**src/rtl/serial_adder_pkg.sv**
```systemverilog
// serial_adder_pkg: FSM state encoding and default operand width for the bit-serial adder.
package serial_adder_pkg;
    typedef enum logic [1:0] {
        IDLE  = 2'd0,
        SHIFT = 2'd1,
        DONE  = 2'd2
    } state_t;
    localparam int WIDTH_DEFAULT = 8;
endpackage

```
**src/rtl/serial_adder_full_adder.sv**
```systemverilog
// full_adder: one-bit full-adder cell used by the serial adder datapath.
module full_adder (
    input  logic a,
    input  logic b,
    input  logic cin,
    output logic s,
    output logic co
);
    assign s  = a ^ b ^ cin;
    assign co = (a & b) | (cin & (a ^ b));
endmodule

```
**src/rtl/serial_adder.sv**
```systemverilog
// serial_adder: LSB-first bit-serial adder, one bit per clock, registered sum/cout.
module serial_adder
    import serial_adder_pkg::*;
#(
    parameter int WIDTH = WIDTH_DEFAULT
) (
    input  logic             clk,
    input  logic             rst_n,
    input  logic             start,
    input  logic [WIDTH-1:0] a,
    input  logic [WIDTH-1:0] b,
    input  logic             cin,
    output logic             busy,
    output logic             done,
    output logic [WIDTH-1:0] sum,
    output logic             cout
);
    localparam int CW = $clog2(WIDTH + 1);
    state_t           state_q, state_d;
    logic [WIDTH-1:0] a_q, a_d, b_q, b_d, res_q, res_d, sum_q, sum_d;
    logic             carry_q, carry_d, cout_q, cout_d;
    logic [CW-1:0]    cnt_q, cnt_d;
    logic             fa_s, fa_co, last;
    full_adder u_fa (
        .a   (a_q[0]),
        .b   (b_q[0]),
        .cin (carry_q),
        .s   (fa_s),
        .co  (fa_co)
    );
    assign last = cnt_q == CW'(WIDTH - 1);
    always_comb begin
        state_d = state_q;
        a_d     = a_q;
        b_d     = b_q;
        res_d   = res_q;
        sum_d   = sum_q;
        carry_d = carry_q;
        cout_d  = cout_q;
        cnt_d   = cnt_q;
        case (state_q)
            IDLE: if (start) begin
                state_d = SHIFT;
                a_d     = a;
                b_d     = b;
                carry_d = cin;
                cnt_d   = '0;
            end
            SHIFT: begin
                a_d     = a_q >> 1;
                b_d     = b_q >> 1;
                res_d   = {fa_s, res_q[WIDTH-1:1]};
                carry_d = fa_co;
                cnt_d   = cnt_q + CW'(1);
                // sum/cout are only exposed once the last bit has been shifted in
                if (last) begin
                    state_d = DONE;
                    sum_d   = {fa_s, res_q[WIDTH-1:1]};
                    cout_d  = fa_co;
                end
            end
            DONE:    state_d = IDLE;
            default: state_d = IDLE;
        endcase
    end
    always_ff @(posedge clk or negedge rst_n) begin
        if (!rst_n) begin
            state_q <= IDLE;
            a_q     <= '0;
            b_q     <= '0;
            res_q   <= '0;
            sum_q   <= '0;
            carry_q <= 1'b0;
            cout_q  <= 1'b0;
            cnt_q   <= '0;
        end else begin
            state_q <= state_d;
            a_q     <= a_d;
            b_q     <= b_d;
            res_q   <= res_d;
            sum_q   <= sum_d;
            carry_q <= carry_d;
            cout_q  <= cout_d;
            cnt_q   <= cnt_d;
        end
    end
    assign busy = state_q != IDLE;
    assign done = state_q == DONE;
    assign sum  = sum_q;
    assign cout = cout_q;
endmodule

```
**config.mk**
```make
export PLATFORM = sky130hd
export DESIGN_NAME = serial_adder
export DESIGN_NICKNAME = d
export VERILOG_FILES = /design/src/rtl/serial_adder_pkg.sv /design/src/rtl/serial_adder_full_adder.sv /design/src/rtl/serial_adder.sv
export SDC_FILE = /design/constraint.sdc
export NUM_CORES = 1
export LEC_CHECK = 0
export ABC_AREA = 1
export CAP_MARGIN = 10
export CORE_MARGIN = 1.5
export CORE_UTILIZATION = 30
export CTS_BUF_LIST = sky130_fd_sc_hd__clkbuf_8
export CTS_CLUSTER_DIAMETER = 80
export DETAILED_ROUTE_END_ITERATION = 6
export SLEW_MARGIN = 25
export SYNTH_ARGS = -nofsm -noshare
export SYNTH_HDL_FRONTEND = slang
export SYNTH_HIERARCHICAL = 1
export SYNTH_SLANG_ARGS = --single-unit
```
**constraint.sdc**
```tcl
create_clock -name clk -period 2.7 [get_ports clk]
set_input_delay 0.54 -clock clk [delete_from_list [all_inputs] [get_ports clk]]
set_output_delay 0.54 -clock clk [all_outputs]
set_load 0.01 [all_outputs]
```
==> results of run 1 <==
==> path summary, 6_finish.rpt <==
| kind | start | end | cells past startpoint | slack, ns |
|---|---|---|---|---|
| min reg2reg | res_q[1] | sum[0] | 2 | 0.47 |
| max reg2reg | state_q[1] | state_q[0] | 4 | 1.16 |
| max | state_q[1] | busy | 4 | 0.61 |
| max in group asynchronous | rst_n | res_q[1] | 1 | 1.77 |
| min | rst_n | sum[2] | 1 | 0.37 |
| min in group clk | res_q[1] | sum[0] | 2 | 0.47 |
==> area by class of cell <==
type	instances	area (µm²)	share of cell area
Clock inverter	3	12.5	0.00587
Clock buffer	5	68.8	0.0323
Multi-Input combinational cell	137	633	0.297
Tap cell	72	90.1	0.0423
Inverter	7	26.3	0.0123
Timing Repair Buffer	34	325	0.153
Sequential cell	39	976	0.458
==> registers in the layout (all words and copies together), names as in the netlist <==
name     flops
a_q          8
b_q          8
carry_q      1
cnt_q        4
cout         1
res_q        7
state_q      2
sum          8
==> through the flow <==
step                      utilization  setup slack (ns)  power, mW  std cells
after global placement          0.375             0.689       1.80        289
final                           0.390             0.607       2.17        297
after global routing            0.390             0.481       2.37        297
after detailed placement        0.375             0.656       1.82        289
after CTS                       0.390             0.587       2.19        297
after floorplan                     -              1.21       1.50        193
==> power breakdown <==
part / internal [mW] / switching [mW] / total (mW) / leakage (nW)
clock: 0.174 / 0.192 / 0.365 / 0.0505
combinational: 0.366 / 0.456 / 0.822 / 0.477
sequential: 0.826 / 0.153 / 0.979 / 0.496
==> routing by layer <==
metal / GRT usage / part of all wire / wire [µm]
met1: 0.167 / 0.47 / 1610
met2: 0.195 / 0.47 / 1590
met3: 0.0329 / 0.044 / 150
met4: 0.0482 / 0.014 / 48
met5: 0 / 0 / 0
==> layout by cell type (no fill, tap or decap) <==
cell / n
inv_1: 9
buf_2: 1
clkdlybuf4s50_1: 29
o21ai_0: 8
nand4_1: 1
o21bai_1: 1
nand3_1: 54
nor2_2: 1
nor2_1: 5
dfrtp_1: 39
fa_1: 1
buf_4: 4
ha_1: 1
nand2_1: 64
clkinv_2: 1
clkbuf_8: 5
nor2_4: 1
==> synthesized netlist by cell type (5+ instances only) <==
cell type | count | area (µm²)
nand3_1 | 54 | 270
nand2_1 | 64 | 240
o21ai_0 | 8 | 40.0
dfrtp_1 | 39 | 976
nor2_1 | 5 | 18.8
buf_2 | 7 | 35.0
inv_1 | 7 | 26.3
==> kinds of logic after synthesis <==
family	after synthesis	share of synthesized area
compound gates	9	0.0282
fa+ha+maj	2	0.0193
buf+inv	17	0.0460
flops	39	0.579
simple gates	126	0.328
==> metrics.md, run 1 <==
| Metric | Value |
|---|---|
| Outcome | `finished clean` |
| Top FF cell, synth | `dfrtp_1` |
| CTS Hold Bufs | `0` |
| Worst skew pair latency | `between 0.2 and 0.3 ns` |
| CTS Buf Count | `5` |
| Initial antenna violation count | `0` |
| Crit-path max FO | `16` |
| RSZ-0062 raised after global routing | `false` |
| Die W | `just under 80 µm` |
| First-pass GRT wire length | `5900 µm` |
| Area of placed instances | `~2000 µm²` |
| Final Setup Violations | `0` |
| Hold slack | `~0.37 ns` |
| Synth Net Count | `~220` |
| Root Buffer | `clkbuf_8` |
| CTS tree | `done` |
| Fill cell count | `approximately 590` |
| Avg Inst Size Synth | `8.74 µm²` |
| Pleak | `1.02 nW` |
| Largest net degree at the start of global routing | `40` |
| Slowest-stage cell, CP | `clkdlybuf4s50_1` |
| Sequential area share after synthesis | `0.579` |
| Routed Antenna Nets | `0` |
| CTS clk-pin slew, worst paths | `approximately 0.070 ns` |
| Number of synthesized flops with an enable pin | `0` |
| Initial detailed-routing violation count | `roughly 130` |
| Longest Clk Path Bufs | `2` |
| # IOs | `31` |
| Crit end category | `output pin` |
| PortBufs | `30` |
| Cell Area, Synth | `~1700 µm²` |
| CTS Sinks | `39` |
| Worst-Margin Slew | `0.881 ns` |
| DP Wirelength | `2240 µm` |
| Area Overhead vs Synth | `26.4%` |
| PwrDens | `between 1000 and 1500 nW/µm²` |
| # Post-CTS Setup Buffers | `0` |
| Routability cong. | `approximately 0.74` |
| Die footprint | `between 6000 and 7000 µm²` |
| Worst EP required | `2.16 ns` |
| Fin crit period | `around 2.1 ns` |
| Final worst-path cycle share | `0.775` |
| Final WL | `3400 µm` |
| Fmax | `approximately 480 MHz` |
| Cell family contributing the most delay on the critical path | `buffers and inverters` |
| Cells along the critical path | `nor2_1, buf_4, inv_1, clkdlybuf4s50_1` |
| Synth warn | `6` |
| Antenna Cells | `0` |
| TritonRoute pass-1 iters | `4` |
| Final cell area excluding filler cells | `~2100 µm²` |
| Sum of negative setup slack | `0 ns` |
| Via-per-instance ratio | `4.61` |
| WS Path Type | `register to output pin` |
| Via count | `about 1.4k` |
| Vias in the first global route | `around 1.3k` |
| Number of distinct library cells after synthesis | `16` |
| Hold WC Path Type | `primary input to async pin` |
| CTS H-tree depth | `2` |
| Share of cells above drive strength 1 | `0.0578` |
| Slew margin rel. | `0.413` |
| Number of remaining DRC errors | `0` |
| Post-CTS Resized | `0` |
| Gr usage total | `0.125` |
| FF+latch count, synth | `39` |
| Post-synthesis cell count | `between 150 and 200` |
| Max-cap violations | `0` |
| Final Max Tran Viols | `0` |
| Nets@finish | `246` |
| CP arrival | `1.55 ns` |
| Fin Clk Skew | `about 0.0097 ns` |
| Maximum VDD drop | `between 0.0004 and 0.0005 V` |
| Initial Util | `0.308` |
| Die height | `78.0 µm` |
| Final hold viol count | `0` |
| Startpoint Class | `register` |
| Wire per inst | `11.5 µm` |
| Core footprint | `between 5000 and 6000 µm²` |
| # rows | `27` |
| WP buf/inv | `3` |
| Crit-path max cell delay | `between 0.4 and 0.5 ns` |
| Async set or reset register ratio after synthesis | `1.00` |
| Total gr overflow | `0` |
Note: power is estimated with default switching activity, not from simulation.
==> run 2: changes to the inputs <==
==> constraint.sdc (replaced) <==
create_clock -name clk -period 1.8 [get_ports clk]
set_input_delay 0.36 -clock clk [delete_from_list [all_inputs] [get_ports clk]]
set_output_delay 0.36 -clock clk [all_outputs]
set_load 0.01 [all_outputs]
==> metrics.md, run 2 (synthesized netlist as in run 1, its figures left out) <==
| Metric | Value |
|---|---|
| Outcome | `finished clean` |
| Final Non-Filler Cells | `300 (+1.0%)` |
| First-pass GRT wire length | `5950 µm (+0.81%)` |
| Slowest-stage cell, CP | `clkdlybuf4s50_1` |
| Largest net degree at the start of global routing | `31 (-23%)` |
| Initial detailed-routing violation count | `100 (-21%)` |
| Fin crit period | `1.74 ns` |
| Startpoint Class | `register` |
| Area Overhead vs Synth | `28.7%` |
| Commonest non-fill, non-tap cells in the layout | `nand2_1 (64), nand3_1 (54), dfrtp_1 (39), clkdlybuf4s50_1 (28), o21ai_0 (8)` |
| Sum of negative setup slack | `0 ns (unchanged)` |
| DP Wirelength | `2380 µm (+6.4%)` |
| WP buf/inv | `2 (-1)` |
| # IOs | `31 (unchanged)` |
| PortBufs | `30 (unchanged)` |
| Root Buffer | `clkbuf_8` |
| Fin Clk Skew | `0.00435 ns (-0.00540 ns)` |
| Worst skew pair latency | `0.29 ns (about the same)` |
| Final Setup Violations | `0 (unchanged)` |
| Final hold viol count | `0 (unchanged)` |
| Via-per-instance ratio | `4.62 (+0.23%)` |
| Initial Util | `0.308 (unchanged)` |
| Final WL | `3450 µm (+1.2%)` |
| PwrDens | `1510 nW/µm² (+49%)` |
| Worst EP required | `1.44 ns (-0.72 ns)` |
| Routed Antenna Nets | `0 (unchanged)` |
| Vias in the first global route | `1340 (+3.3%)` |
| # rows | `27 (unchanged)` |
| Most common cell after layout, fill and taps aside | `nand2_1` |
| Final worst-path cycle share | `0.969` |
| Cells along the critical path | `nor2_2, inv_1, clkdlybuf4s50_1` |
| Maximum VDD drop | `0.000504 V (+23%)` |
| Die footprint | `6080 µm² (unchanged)` |
| CTS tree | `done` |
| Hold WC Path Type | `primary input to async pin` |
| CTS Hold Bufs | `0 (unchanged)` |
| Final Max Tran Viols | `0 (unchanged)` |
| DP Cell Count | `292 (+1.0%)` |
| CP startpoint | `state_q[0]` |
| TritonRoute pass-1 iters | `4 (unchanged)` |
| Number of remaining DRC errors | `0 (unchanged)` |
| Die W | `78.0 µm (unchanged)` |
| Pre-CTS setup slack | `0.255 ns (-0.400 ns)` |
| Crit end category | `output pin` |
| Crit-path max FO | `4 (-12)` |
| Routability cong. | `0.770 (+4.6%)` |
| Wire per inst | `11.5 µm (+0.22%)` |
| Crit-path max cell delay | `0.47 ns (about the same)` |
| Via count | `1386 (+1.2%)` |
| Worst-Margin Slew | `0.449 ns (-0.432 ns)` |
| Setup ws final | `0.0562 ns (-0.551 ns)` |
| CTS Buf Count | `5 (unchanged)` |
| Cell family contributing the most delay on the critical path | `buffers and inverters` |
| WS Path Type | `register to output pin` |
| CTS clk-pin slew, worst paths | `0.07 ns (about the same)` |
| FF-to-FF Start | `cnt_q[0]` |
| CTS Sinks | `39 (unchanged)` |
| Fmax | `573 MHz` |
| Initial antenna violation count | `0 (unchanged)` |
| Core footprint | `5470 µm² (unchanged)` |
| Fill cell count | `580 (-2.0%)` |
| Max-cap violations | `0 (unchanged)` |
| Antenna Cells | `0 (unchanged)` |
| RSZ-0062 raised after global routing | `false` |
| Total gr overflow | `0 (unchanged)` |
| Longest Clk Path Bufs | `2 (unchanged)` |
| Pleak | `1.04 nW (+1.9%)` |
| Nets@finish | `249 (+1.2%)` |
| CP arrival | `1.38 ns (-0.17 ns)` |
| Die height | `78.0 µm (unchanged)` |
| Share of cells above drive strength 1 | `0.0833 (+0.0256)` |
| Gr usage total | `0.124 (-0.00128)` |
| Slew margin rel. | `0.700 (+0.288)` |
| CTS H-tree depth | `2 (unchanged)` |
==> run 2: changes by cell type in the layout (fill, tap and decap cells not counted) <==
cell / delta
nor2_1: -1
buf_4: +2
clkinv_2: +2
nor2_2: +1
dlygate4sd2_1: +1
buf_12: +1
clkdlybuf4s50_1: -1
inv_1: -2
==> run 2: worst paths after layout <==
path | to | slack, ns | cells past startpoint
min in group clk | sum[2] | 0.48 | 2
setup reg to reg | sum[5] | 0.40 | 6
hold reg to reg | sum[2] | 0.48 | 2
max in group asynchronous | a_q[4] | 1.33 | 2
setup / recovery | busy | 0.06 | 3
hold / removal | sum[3] | 0.003 | 1
==> run 2: power by group <==
group / switching, mW / internal, mW
Clock: 0.296 / 0.265
Sequential: 0.231 / 1.24
Combinational: 0.684 / 0.563
==> run 2: timing repair <==
action                                  in CTS  in global routing
endpoints found under the setup margin       2                  1
setup buffers                                0                  0
pin swaps                                    0                  1
resized for setup                            2                  0
==> run 2: routing by layer <==
metal	GRT usage	wire, µm	vias up
met2	0.195	1570	27
met5	0	0	-
met1	0.164	1710	652
li1	-	-	702
met4	0.0589	59	0
met3	0.0247	108	5
==> run 2: cell type report <==
class / count / area [µm²] / share of cell area
Sequential cell: 39 / 976 / 0.450
Timing Repair Buffer: 37 / 359 / 0.165
Inverter: 7 / 26.3 / 0.0121
Clock inverter: 3 / 15.0 / 0.00692
Multi-Input combinational cell: 137 / 636 / 0.293
Tap cell: 72 / 90.1 / 0.0415
Clock buffer: 5 / 68.8 / 0.0317
==> run 2: through the flow <==
stage / area, µm² / utilization / total power, mW / hold slack, ns
3_3_place_gp: 2090 / 0.381 / 2.70 / 0.327
6_report: 2170 / 0.397 / 3.28 / 0.00274
2_1_floorplan: 1690 / - / 2.25 / 0.0644
4_1_cts: 2170 / 0.397 / 3.32 / 0.00788
5_1_grt: 2170 / 0.397 / 3.57 / 0.0316
3_5_place_dp: 2090 / 0.381 / 2.74 / 0.325
==> run 3: changes to the inputs <==
--- a/config.mk
+++ b/config.mk
@@ -6,7 +6,6 @@
 export NUM_CORES = 1
 export LEC_CHECK = 0
 export ABC_AREA = 1
-export CAP_MARGIN = 10
 export CORE_MARGIN = 1.5
 export CORE_UTILIZATION = 30
 export CTS_BUF_LIST = sky130_fd_sc_hd__clkbuf_8
==> results of run 3 <==
No change in the layout: final DEF, timing and power equal those of run 2.
